**src/rtl/pmem_arbiter_pkg.sv**
```systemverilog
// Shared types for the I/D cache line-port arbiter: FSM state encoding and
// requester identifiers used by the round-robin tie-break.
package arb_types;

  typedef enum logic [1:0] {
    IDLE,
    SERVE_I,
    SERVE_D
  } arb_state_t;

  localparam logic REQ_I = 1'b0;
  localparam logic REQ_D = 1'b1;

endpackage

```
**src/rtl/pmem_arbiter.sv**
```systemverilog
// Arbitrates the single memory line port between the I-cache (read-only) and
// the D-cache (read / write-back). One transaction at a time, round-robin on ties.
module pmem_arbiter
  import arb_types::*;
#(
  parameter int LINE_WIDTH = 256,
  parameter int ADDR_WIDTH = 32
) (
  input  logic                  clk,
  input  logic                  rst,

  input  logic                  i_pmem_read,
  input  logic [ADDR_WIDTH-1:0] i_pmem_address,
  output logic [LINE_WIDTH-1:0] i_pmem_rdata,
  output logic                  i_pmem_resp,

  input  logic                  d_pmem_read,
  input  logic                  d_pmem_write,
  input  logic [ADDR_WIDTH-1:0] d_pmem_address,
  input  logic [LINE_WIDTH-1:0] d_pmem_wdata,
  output logic [LINE_WIDTH-1:0] d_pmem_rdata,
  output logic                  d_pmem_resp,

  output logic                  mem_read,
  output logic                  mem_write,
  output logic [ADDR_WIDTH-1:0] mem_address,
  output logic [LINE_WIDTH-1:0] mem_wdata,
  input  logic [LINE_WIDTH-1:0] mem_rdata,
  input  logic                  mem_resp
);

  arb_state_t            state_q, state_d;
  logic                  last_grant_q, last_grant_d;
  logic [ADDR_WIDTH-1:0] addr_q, addr_d;
  logic [LINE_WIDTH-1:0] wdata_q, wdata_d;
  logic                  write_q, write_d;

  logic i_req, d_req, winner;

  // On a tie the requester that was not served last wins.
  function automatic logic pick_winner(input logic i_r, input logic d_r, input logic last);
    if (i_r && d_r) return ~last;
    return d_r ? REQ_D : REQ_I;
  endfunction

  assign i_req  = i_pmem_read;
  assign d_req  = d_pmem_read | d_pmem_write;
  assign winner = pick_winner(i_req, d_req, last_grant_q);

  always_comb begin
    state_d      = state_q;
    last_grant_d = last_grant_q;
    addr_d       = addr_q;
    wdata_d      = wdata_q;
    write_d      = write_q;
    mem_read     = 1'b0;
    mem_write    = 1'b0;
    i_pmem_resp  = 1'b0;
    d_pmem_resp  = 1'b0;

    unique case (state_q)
      IDLE: begin
        if (i_req || d_req) begin
          last_grant_d = winner;
          if (winner == REQ_D) begin
            addr_d  = d_pmem_address;
            wdata_d = d_pmem_wdata;
            // A simultaneous read+write from the D-cache is treated as a write.
            write_d = d_pmem_write;
            state_d = SERVE_D;
          end else begin
            addr_d  = i_pmem_address;
            write_d = 1'b0;
            state_d = SERVE_I;
          end
        end
      end
      SERVE_I: begin
        mem_read  = ~write_q;
        mem_write = write_q;
        if (mem_resp) begin
          i_pmem_resp = 1'b1;
          state_d     = IDLE;
        end
      end
      SERVE_D: begin
        mem_read  = ~write_q;
        mem_write = write_q;
        if (mem_resp) begin
          d_pmem_resp = 1'b1;
          state_d     = IDLE;
        end
      end
      default: state_d = IDLE;
    endcase
  end

  always_ff @(posedge clk or negedge rst) begin
    if (!rst) begin
      state_q      <= IDLE;
      last_grant_q <= REQ_I;
      addr_q       <= '0;
      wdata_q      <= '0;
      write_q      <= 1'b0;
    end else begin
      state_q      <= state_d;
      last_grant_q <= last_grant_d;
      addr_q       <= addr_d;
      wdata_q      <= wdata_d;
      write_q      <= write_d;
    end
  end

  assign mem_address  = addr_q;
  assign mem_wdata    = wdata_q;
  // Read data is broadcast; only the owner's resp qualifies it.
  assign i_pmem_rdata = mem_rdata;
  assign d_pmem_rdata = mem_rdata;

endmodule

```
**config.mk**
```make
export PLATFORM = sky130hd
export DESIGN_NAME = pmem_arbiter
export DESIGN_NICKNAME = d
export VERILOG_FILES = /design/src/rtl/pmem_arbiter_pkg.sv /design/src/rtl/pmem_arbiter.sv
export SDC_FILE = /design/constraint.sdc
export NUM_CORES = 1
export LEC_CHECK = 0
export BUFFER_PORTS_ARGS = -buffer_cell sky130_fd_sc_hd__buf_4
export CAP_MARGIN = 20
export CELL_PAD_IN_SITES_DETAIL_PLACEMENT = 1
export CELL_PAD_IN_SITES_GLOBAL_PLACEMENT = 2
export CORE_AREA = 2 2 547 549
export CTS_CLUSTER_DIAMETER = 200
export DETAILED_ROUTE_END_ITERATION = 6
export DIE_AREA = 0 0 549 551
export GPL_TIMING_DRIVEN = 1
export PLACE_DENSITY_LB_ADDON = 0.15
export SYNTH_ARGS = -nofsm -noshare
export SYNTH_HDL_FRONTEND = slang
export SYNTH_SLANG_ARGS = --single-unit
export TNS_END_PERCENT = 10
```
**constraint.sdc**
```tcl
create_clock -name clk -period 1.76 [get_ports clk]
set_input_delay 0.352 -clock clk [delete_from_list [all_inputs] [get_ports clk]]
set_output_delay 0.352 -clock clk [all_outputs]
set_load 0.01 [all_outputs]
```
# Yosys cells after proc, flatten, opt, wreduce, memory -nomap -nowiden
# Index checks and enable logic that the tools add are counted.
# totals
regBits	292
latch_bits	0
ramBits	0
mem_bits_ro	0
input_bits	582
elab_cells	34
memories	0
# classes
addsub	0
n_mul	0
div	0
magnitude_cmp	0
n_eq_ne	4
shift	0
mux	15
bitwise_logic	3
n_reduce_logical	7
# op_table
cell	n
$mux 32	1
$mux 1	10
$mux 2	3
$pmux 2 s2	1
$reduce_and 2->1	2
$reduce_and 3->1	1
$eq 2x1->1 const B	1
$eq 2x2->1 const B	1
$logic_not 2->1	1
$ne 2x1->1 const B	1
$ne 2x2->1 const B	1
$not 1->1	2
$reduce_or 2->1	1
$logic_and 1x1->1	1
$logic_or 1x1->1	1
$or 1x1->1	1

# Depth between registers and ports, before layout
# Gate-level depths: netlist of the first run.
# logic_depth
word_depth	7
depth_mapped	7
depth_no_buf	5

# Worst setup path before layout of the first run
# OpenSTA, ideal clock, no wires.
# synth_path
kind	register -> register
from	register state_q[0]
to	register wdata_q[100], in the netlist mem_wdata[100]
setup_ns	0.125
arrival_time_ns	1.458
required_time_ns	1.635
slack_ns	0.177
stages_incl_launch_ff	7
path_cell_list	dfrtp_1 > inv_1 > ha_1 > o211ai_2 > buf_4 > buf_6 > mux2_2
# synth_between
elab_chain_len	2
# synth_lines
element	line	text
start, declared	pmem_arbiter.sv:32	arb_state_t state_q, state_d;
start signal, assigned	pmem_arbiter.sv:106	state_q <= state_d;
$logic_not 2->1	pmem_arbiter.sv:61	unique case (state_q)
$reduce_and 3->1 (no source line)	--	
end signal, assigned	pmem_arbiter.sv:109	wdata_q <= wdata_d;
end, declared	pmem_arbiter.sv:35	logic [LINE_WIDTH-1:0] wdata_q, wdata_d;
# No other way between the ends.
# A chain may end at the register's enable or synchronous reset.

# Final worst setup path of the first run
# layout_path
from	register state_q[0]
to	output port mem_write
# layout_between
elab_chain_len	3
# layout_lines
element	line	text
$eq 2x2->1 or $eq 2x1->1 (tied branches)	pmem_arbiter.sv:61	
$reduce_or 2->1 (no source line) (*)	--	
$mux 1 (*)	pmem_arbiter.sv:61	
end, declared	pmem_arbiter.sv:25	output logic mem_write,
# Mark *: on every way between the ends. The rest lies on a longest branch, timed or not.

==> impl_metrics.py, run 1 <==
metrics = {
    "cts": {
        "clkLatencyLatePin_ns": 0.66,
        "tritoncts": "done",
        "cts_buffer_depth": 3,
        "cts_sinks": 292,
        "clkSlewWorstSetupHoldPaths_ns": 0.05,
        "cts_made_buffers": 48,
        "ctsRootBufferMaster": "clkbuf_16",
        "htree_levels": 2,
    },
    "critical_path": {
        "crit_arrival_ns": 1.65,
        "startpoint_type": "flop",
        "endpoint_kind": "output port",
        "crit_required_ns": 1.41,
        "cp_max_fo": 3,
        "rrSetupSlack_ns": -0.08,
        "worst-setup-path-type": "reg2out",
    },
    "die": {
        "io_pins": 1386,
        "die_w_um": 549,
        "fp.dieArea_sq_mm": 0.3025,
        "start_util_pct": 5.117,
        "rows": 200,
        "fp.dieH_um": 551,
        "core-area_sq_mm": 0.2963,
    },
    "cells_and_area": {
        "nets": 2308,
        "fillers": 34660,
        "area_growth_pct": 75.82,
        "regArea_sq_mm": 0.007308,
        "stdcell_count": 5698,
        "layout-drive-gt1-share_pct": 58.80,
        "multi_input_area_sq_mm": 0.004001,
    },
    "sta": {
        "tightest_slew_ns": 0.6092,
        "clock-skew-final_ns": 0.01849,
        "setup-violations-final": 117,
        "max_freq_mhz": 499.6,
        "fin_crit_ns": 2.001,
        "rsz0062_at_grt": "true",
        "fin_hold_ws_ns": 0.1253,
        "relSlewSlack_pct": 59.39,
        "fin_ws_ns": -0.2414,
        "fin_crit_sh_pct": 113.7,
        "finalMaxSlewViolations": 0,
        "hold_viol": 0,
    },
    "run_status": {
        "run_status": "complete, but fails checks",
        "failed_checks": "setup timing",
    },
    "power_and_ir_drop": {
        "cellPowerDensity_mw_per_mm2": 1577,
        "vdd_drop_max_v": 0.0006719,
        "finalPower_uw": 42030,
        "p_leak_uw": 0.01080,
    },
    "routing": {
        "drtPass1Iterations": 3,
        "routed_via_density": 1.813,
        "vias": 10330,
        "wl_per_cell_um": 14.51,
        "drtAntennaViolNets": 0,
        "drt-total-wl_um": 82680,
        "dr.first_iter.drc_count": 238,
        "drc_errors": 0,
    },
    "logic_synthesis": {
        "synth_nets": 1804,
        "synth.top_cells.by_area": "dfrtp_1 (48%), buf_4 (26%), mux2_2 (19%), mux2i_1 (2.1%), buf_6 (1.9%)",
        "yosys_register_bits": 292,
        "netlist_instances": 1219,
        "synth_warnings": 0,
        "synth_top_area_share_pct": 48.20,
        "synth_cell_types": 22,
        "synth_seq_area_share_pct": 48.20,
        "synth_area_sq_mm": 0.01516,
        "synth_area_leader_cell": "dfrtp_1",
        "synth.avg_cell_area_sq_um": 12.44,
    },
    "global_routing": {
        "grt_util_all_layers_pct": 5.251,
        "grt_pass1_vias": 12130,
        "grt_pass1_wl_um": 107100,
        "antenna_found_initial": 24,
        "grt-ovfl-total": 0,
        "grt_start_max_net_pins": 45,
    },
    "placement": {
        "dp_cells": 5281,
        "dp_hpwl_um": 66270,
        "io_buffers": 617,
        "gp_congestion": 0.6697,
        "pre_cts_ws_ns": -0.1920,
    },
    "hold_path": {
        "hold_class": "in2reg",
    },
    "flow_run": {
        "maxCapViolCount": 0,
    },
}
-- path summary, 6_finish.rpt --
kind,startpoint,to,cells after the start
hold reg to reg,mem_address[0]$_DFFE_PN0P_,mem_address[0]$_DFFE_PN0P_,2
setup reg to reg,state_q[0]$_DFFE_PN0P_,mem_wdata[46]$_DFFE_PN0P_,7
min in group asynchronous,rst,mem_address[28]$_DFFE_PN0P_,2
hold / removal,d_pmem_write,write_q$_DFFE_PN0P_,4
max in group asynchronous,rst,mem_wdata[46]$_DFFE_PN0P_,3
setup / recovery,state_q[0]$_DFFE_PN0P_,mem_write,4
-- cell type report --
type,instances,area share [%]
Multi-Input combinational cell,374,15.01
Tap cell,3939,18.49
Clock inverter,17,0.7088
Timing Repair Buffer,1004,32.98
Sequential cell,292,27.42
Antenna cell,4,0.03755
Clock buffer,65,5.314
Inverter,3,0.04225
-- synthesized netlist by cell type --
library cell,n
and2_1,3
nor2_1,1
buf_2,7
o211ai_2,1
clkbuf_1,3
buf_6,25
o21ai_0,31
o21ai_1,2
o2bb2ai_2,1
o31ai_2,1
buf_4,515
inv_1,3
nor2b_1,1
dfrtp_1,292
mux2i_1,32
ha_1,3
o2bb2ai_1,2
nand3_1,1
a21o_1,1
nor3_1,1
nand2_1,37
mux2_2,256
-- power by group --
group / switching, uW / internal [uW] / total, uW / leakage (uW)
clock: 3950 / 6020 / 9960 / 0.000797
combinational: 9060 / 10700 / 19800 / 0.00657
sequential: 2090 / 10200 / 12300 / 0.00343
total: 15100 / 26900 / 42000 / 0.0108
-- metrics by stage --
step | util [%] | setup TNS (ns) | cell area [sq um]
final | 8.997 | -4.390 | 26660
after detailed placement | 7.150 | -24.09 | 21190
after global routing | 8.996 | -21.34 | 26650
after floorplan | - | 0 | 15160
after global placement | 7.150 | -36.27 | 21190
after CTS | 8.886 | -12.44 | 26330
-- worst max-delay path, cell delays in order (launching register included) --
cell	delay, ns
dfrtp_1	0.40
inv_2	0.10
ha_4	0.22
and2_4	0.14
buf_6	0.12
-- routing by layer --
layer	up-vias	global-route usage [%]	share of wire (%)
met3	266	3.579	15
met1	4862	4.891	33
li1	4539	-	-
met5	-	0	0.033
met4	4	3.400	6.0
met2	662	8.371	45
-- logic make-up after synthesis --
family	share of synthesized area (%)
simple gates	1.172
fa+ha+maj	0.2476
flops	48.20
buf+inv	27.74
compound gates	1.519
mux	21.13
-- flip-flops by register name, summed over array words and instances (netlist names) --
register,flops
state_q,2
last_grant_q,1
mem_address,32
mem_wdata,256
write_q,1
-- what timing repair did --
item                                    in CTS  in global routing
hold endpoints to repair                   424                  0
endpoints found under the setup margin     232                248
hold buffers                               321                  0
buffers inserted                             3                  0
gates cloned                                 3                  4
resized for setup                           53                 59
pin swaps                                    3                  2
-- cell usage in the layout (no fill, tap or decap), types with 2 or more instances in the layout --
cell	count
clkinv_4	4
clkinv_2	6
clkbuf_8	13
dlygate4sd3_1	321
buf_4	644
clkbuf_1	3
mux2_2	184
buf_12	18
dfrtp_1	291
o21ai_0	31
inv_6	3
mux2_4	72
ha_4	3
diode_2	4
o2bb2ai_1	2
o21ai_1	2
buf_16	6
bufinv_16	3
mux2i_1	32
and2_4	3
clkbuf_16	52
inv_2	3
buf_6	10
nand2_1	37
buf_8	2
(Power assumes the default switching activity.)
==> inputs of run 2 (changes only) <==
--- a/config.mk
+++ b/config.mk
@@ -5,7 +5,7 @@
 export SDC_FILE = /design/constraint.sdc
 export NUM_CORES = 1
 export LEC_CHECK = 0
-export BUFFER_PORTS_ARGS = -buffer_cell sky130_fd_sc_hd__buf_4
+export BUFFER_PORTS_ARGS = -buffer_cell sky130_fd_sc_hd__buf_2
 export CAP_MARGIN = 20
 export CELL_PAD_IN_SITES_DETAIL_PLACEMENT = 1
 export CELL_PAD_IN_SITES_GLOBAL_PLACEMENT = 2
==> run 2 against run 1 <==
Register-to-register slack gained 0.03 ns. The run still ends with setup timing left. Highest routed layer is now met4. Fmax grew 1.1%. First-iteration DRC count shrank 3.4%. Critical path depth grew 1. Largest power group unchanged.
==> impl_metrics.py, run 2 (synthesis results as in run 1) <==
metrics = {
    "power_and_ir_drop": {
        "p_leak_uw": 0.01056,
        "intPower_uw": 26030,
        "finalPower_uw": 41330,
        "power_frac_clock_pct": 25.0,
        "seqPwrFrac_pct": 29.3,
        "cellPowerDensity_mw_per_mm2": 1615,
        "vdd_drop_max_v": 0.0007542,
        "sw_frac_of_total_pct": 37.01,
        "power_switching_uw": 15300,
        "pwr-share-comb_pct": 45.7,
    },
    "cells_and_area": {
        "multi_input_area_sq_mm": 0.004114,
        "regArea_sq_mm": 0.007307,
        "area_growth_pct": 68.77,
        "utilization_pct": 8.636,
        "mostFrequentLayoutCells": "buf_2 (593), dlygate4sd3_1 (319), dfrtp_1 (292)",
        "layout.cells.most_common": "buf_2",
        "fillers": 34810,
        "nets": 2319,
        "largest_reg_flops": 256,
        "layout-drive-gt1-share_pct": 58.57,
    },
    "hold_path": {
        "hold_class": "in2reg",
    },
    "sta": {
        "setup-violations-final": 63,
        "relSlewSlack_pct": 54.16,
        "rsz0062_at_grt": "true",
        "fin_ws_ns": -0.2204,
        "finalSetupTns_ns": -1.996,
        "clock-skew-final_ns": 0.02426,
        "max_freq_mhz": 505.0,
        "hold_viol": 0,
        "tightest_slew_ns": 0.6876,
        "fin_crit_sh_pct": 112.5,
        "fin_hold_ws_ns": 0.1048,
        "fin_crit_ns": 1.980,
        "finalMaxSlewViolations": 0,
    },
    "global_routing": {
        "grt-ovfl-total": 0,
        "antenna_found_initial": 22,
        "grt_start_max_net_pins": 53,
        "grt_util_all_layers_pct": 5.141,
        "grt_pass1_wl_um": 105600,
        "grt_pass1_vias": 12230,
    },
    "cts": {
        "cts_buffer_depth": 3,
        "cts_sinks": 292,
        "clkSlewWorstSetupHoldPaths_ns": 0.05,
        "clkLatencyLatePin_ns": 0.67,
        "htree_levels": 2,
        "tritoncts": "done",
        "cts_made_buffers": 50,
        "ctsRootBufferMaster": "clkbuf_16",
    },
    "die": {
        "core-area_sq_mm": 0.2963,
        "start_util_pct": 5.117,
        "fp.dieArea_sq_mm": 0.3025,
        "die_w_um": 549,
        "io_pins": 1386,
        "fp.dieH_um": 551,
        "rows": 200,
    },
    "critical_path": {
        "cp_max_fo": 2,
        "crit_required_ns": 1.41,
        "worst-setup-path-type": "reg2out",
        "crit_slowest_cell": "dfrtp_1",
        "crit_family": "flip-flops",
        "max_stage_delay_ns": 0.37,
        "path_cells": "inv_2 > buf_4 > ha_4 > and2_4 > buf_6",
        "crit_buf_inv": 3,
        "startpoint_type": "flop",
        "rrSetupSlack_ns": -0.05,
        "endpoint_kind": "output port",
        "crit_arrival_ns": 1.63,
    },
    "run_status": {
        "run_status": "complete, but fails checks",
        "failed_checks": "setup timing",
    },
    "flow_run": {
        "maxCapViolCount": 0,
    },
    "placement": {
        "io_buffers": 617,
        "gp_congestion": 0.6700,
        "pre_cts_ws_ns": -0.1970,
        "dp_hpwl_um": 64580,
    },
    "routing": {
        "drc_errors": 0,
        "drtAntennaViolNets": 0,
        "vias": 10480,
        "wl_per_cell_um": 14.27,
        "drt-total-wl_um": 81580,
        "drtPass1Iterations": 4,
        "dr.first_iter.drc_count": 230,
        "routed_via_density": 1.833,
    },
}
==> run 2: changes by cell type in the layout (fill, tap and decap cells not counted), moves of 2 or more <==
cell           change
buf_4            -602
buf_2            +593
mux2_2            -30
mux2_4            +30
clkbuf_1          +13
buf_12            +11
buf_6              +7
clkbuf_16          +5
clkbuf_8           -4
inv_6              -3
buf_8              +2
clkinv_4           -2
clkinvlp_4         +2
dlygate4sd3_1      -2
==> run 2: worst paths after layout <==
path	start	to	depth (start not counted)
max in group asynchronous	rst	mem_wdata[123]$_DFFE_PN0P_	4
worst max register to register	state_q[0]$_DFFE_PN0P_	mem_wdata[66]$_DFFE_PN0P_	7
worst max-delay path	state_q[0]$_DFFE_PN0P_	d_pmem_resp	5
worst min register to register	mem_address[5]$_DFFE_PN0P_	mem_address[5]$_DFFE_PN0P_	2
min in group asynchronous	rst	last_grant_q$_DFFE_PN0P_	2
worst min-delay path	i_pmem_address[21]	mem_address[21]$_DFFE_PN0P_	3
==> run 2: final cells by class <==
cell class                      count  share of cell area [%]
Timing Repair Buffer             1013                   29.49
Antenna cell                        4                 0.03912
Sequential cell                   292                   28.56
Inverter                            3                 0.04401
Clock buffer                       78                   5.902
Clock inverter                     14                  0.6259
Tap cell                         3939                   19.26
Multi-Input combinational cell    374                   16.08
==> run 2: power by group through the flow <==
stage          registers [uW]  logic, uW  clock network [uW]
2_1_floorplan           13500       7260                   0
3_3_place_gp            12100      16100                   0
3_5_place_dp            12200      16300                   0
6_report                12100      18900               10300
4_1_cts                 12200      18000               11100
5_1_grt                 12700      20800               11300
==> run 2: metrics by stage <==
| step | cells | instance area [sq um] |
|---|---|---|
| after floorplan | 1219 | 15160 |
| after global placement | 5280 | 19700 |
| after detailed placement | 5280 | 19700 |
| after CTS | 5698 | 24920 |
| after global routing | 5716 | 25580 |
| final | 5717 | 25590 |
==> run 2: routing by layer <==
| metal | vias up | share of wire, % | track usage, % |
|---|---|---|---|
| li1 | 4566 | - | - |
| met1 | 4986 | 34 | 4.896 |
| met2 | 659 | 45 | 8.208 |
| met3 | 267 | 14 | 3.234 |
| met4 | 0 | 6.3 | 3.460 |
| met5 | - | 0 | 0 |
==> run 2: repair_timing <==
item                       4_1_cts  5_1_grt
pin swaps                        2        0
buffers inserted                 3       10
hold endpoints to repair       456        0
hold buffers                   319        0
resized for setup               61      116
gates cloned                     4        7
setup endpoints to repair      271      253
==> run 2: tightest hold or removal path: cells and delay by family <==
family	cells	cell delay [ns]
AOI/OAI and AO/OA	1	0.18
muxes	1	0.09
buffers and inverters	1	0.08
==> inputs of run 3 (changes only) <==
--- a/config.mk
+++ b/config.mk
@@ -14,6 +14,7 @@
 export DETAILED_ROUTE_END_ITERATION = 6
 export DIE_AREA = 0 0 549 551
 export GPL_TIMING_DRIVEN = 1
+export MAX_ROUTING_LAYER = met4
 export PLACE_DENSITY_LB_ADDON = 0.15
 export SYNTH_ARGS = -nofsm -noshare
 export SYNTH_HDL_FRONTEND = slang
==> run 3 against run 2 <==
First-iteration DRC count decreased by 0.87%. Combinational power decreased by 2%. Critical path depth unchanged. Clock power about the same. Setup slack got worse by 0.00092 ns. Worst hold slack got worse by 0.0036 ns. Die area unchanged. Count of clock-buffer cells in the layout unchanged. Via count unchanged. Sequential power about the same. The run still ends with setup timing left. Utilization about the same.
==> impl_metrics.py, run 3 (synthesis results as in run 1) <==
metrics = {
    "flow_run": {
        "maxCapViolCount": 0,
    },
    "critical_path": {
        "crit_arrival_ns": 1.63,
        "rrSetupSlack_ns": -0.08,
        "path_cells": "inv_2 > buf_4 > ha_4 > and2_4 > buf_6",
        "endpoint": "d_pmem_resp",
        "crit_slowest_cell": "dfrtp_1",
        "r2r_cells": 9,
        "r2r-end": "mem_wdata[97]$_DFFE_PN0P_",
        "endpoint_kind": "output port",
        "crit_required_ns": 1.41,
        "r2r_start": "state_q[0]$_DFFE_PN0P_",
        "cp_max_fo": 2,
        "startpoint": "state_q[0]$_DFFE_PN0P_",
        "max_stage_delay_ns": 0.37,
        "startpoint_type": "flop",
        "worst-setup-path-type": "reg2out",
    },
    "power_and_ir_drop": {
        "p_leak_uw": 0.01041,
        "cellPowerDensity_mw_per_mm2": 1607,
        "finalPower_uw": 40910,
        "vdd_drop_max_v": 0.0007551,
    },
    "cells_and_area": {
        "stdcell_count": 5718,
        "layout.cells.most_common": "buf_2",
        "area_growth_pct": 67.88,
        "layout-drive-gt1-share_pct": 58.52,
        "largest_reg_flops": 256,
        "nets": 2317,
        "mostFrequentLayoutCells": "buf_2 (593), dlygate4sd3_1 (319), dfrtp_1 (292)",
    },
    "placement": {
        "gp_congestion": 0.6765,
        "io_buffers": 617,
        "dp_hpwl_um": 64580,
        "dp_cells": 5280,
    },
    "routing": {
        "wl_per_cell_um": 14.26,
        "routed_via_density": 1.832,
        "drc_errors": 0,
        "drtPass1Iterations": 4,
        "vias": 10480,
        "drtAntennaViolNets": 0,
        "drt-total-wl_um": 81540,
        "dr.first_iter.drc_count": 228,
    },
    "run_status": {
        "failed_checks": "setup timing",
        "run_status": "complete, but fails checks",
    },
    "sta": {
        "rsz0062_at_grt": "true",
        "max_freq_mhz": 504.7,
        "relSlewSlack_pct": 54.54,
        "clock-skew-final_ns": 0.01873,
        "fin_crit_ns": 1.981,
        "fin_crit_sh_pct": 112.6,
        "hold_viol": 0,
        "setup-violations-final": 99,
        "finalMaxSlewViolations": 0,
        "fin_ws_ns": -0.2213,
        "tightest_slew_ns": 0.6819,
    },
    "cts": {
        "cts_buffer_depth": 3,
        "cts_sinks": 292,
        "clkLatencyLatePin_ns": 0.67,
        "ctsRootBufferMaster": "clkbuf_16",
        "tritoncts": "done",
        "clkSlewWorstSetupHoldPaths_ns": 0.05,
        "htree_levels": 2,
        "cts_made_buffers": 50,
    },
    "die": {
        "start_util_pct": 5.117,
        "rows": 200,
        "fp.dieArea_sq_mm": 0.3025,
        "die_w_um": 549,
        "io_pins": 1386,
        "core-area_sq_mm": 0.2963,
        "fp.dieH_um": 551,
    },
    "global_routing": {
        "grt_util_all_layers_pct": 5.294,
        "grt_pass1_vias": 12240,
        "grt-ovfl-total": 0,
        "antenna_found_initial": 23,
        "grt_pass1_wl_um": 105500,
        "grt_start_max_net_pins": 53,
    },
    "hold_path": {
        "hold_class": "in2reg",
    },
}
-- run 3: through the flow --
stage	setup slack [ns]	setup TNS, ns	utilization [%]	instance area, sq um	hold WS [ns]
floorplan	0.1771	0	-	15160	0.05641
global placement	-0.2207	-39.10	6.649	19700	0.2454
detailed placement	-0.1970	-29.66	6.649	19700	0.2255
CTS	-0.3706	-8.483	8.411	24920	0.0004579
global route	-0.3698	-21.79	8.587	25440	0.06395
finish	-0.2213	-4.436	8.590	25450	0.1012
-- run 3: worst min-delay path by stage --
stage	from	depth (start not counted)	slack (ns)	end
after floorplan	rst	0	0.06	last_grant_q$_DFFE_PN0P_
after global placement	rst	1	0.25	last_grant_q$_DFFE_PN0P_
after detailed placement	rst	1	0.23	last_grant_q$_DFFE_PN0P_
after CTS	i_pmem_address[21]	3	0.0005	mem_address[21]$_DFFE_PN0P_
after global routing	i_pmem_address[21]	3	0.06	mem_address[21]$_DFFE_PN0P_
final	i_pmem_address[21]	3	0.10	mem_address[21]$_DFFE_PN0P_
-- run 3: layout make-up --
cell class / count / area, sq um
fillers: 34810 / 270800
repair buffers: 1011 / 7512
flip-flops and latches: 292 / 7307
well taps: 3939 / 4928
multi-input cells: 374 / 4005
clock buffers: 78 / 1510
clock inverters: 14 / 160.2
diodes: 7 / 17.52
inverters: 3 / 11.26
-- run 3: repair_timing --
| item | 4_1_cts | 5_1_grt |
|---|---|---|
| buffers inserted | 3 | 8 |
| gates resized for setup | 61 | 83 |
| pin swaps | 2 | 0 |
| gates cloned | 4 | 7 |
| hold buffers | 319 | 0 |
| hold endpoints to repair | 456 | 0 |
| setup endpoints to repair | 271 | 253 |
-- run 3: metal layers --
layer	part of all wire [%]	up-vias	routed length (um)	GRT usage, %
li1	-	4566	-	-
met1	35	4967	28140	4.927
met2	45	666	36990	8.218
met3	14	279	11310	3.170
met4	6.2	0	5091	3.453
met5	0	-	0	-
-- run 3: critical path, delay by kind of cell, from the launching register on --
| kind | cells | cell delay (ns) |
|---|---|---|
| fa+ha+maj | 1 | 0.15 |
| buf+inv | 3 | 0.32 |
| flops | 1 | 0.37 |
| simple gates | 1 | 0.13 |
-- run 3: report_power, final --
part           leakage (uW)  switching [uW]  internal (uW)
Combinational       0.00616            9290           9230
Sequential          0.00343            1870          10200
Clock              0.000811            4030           6280
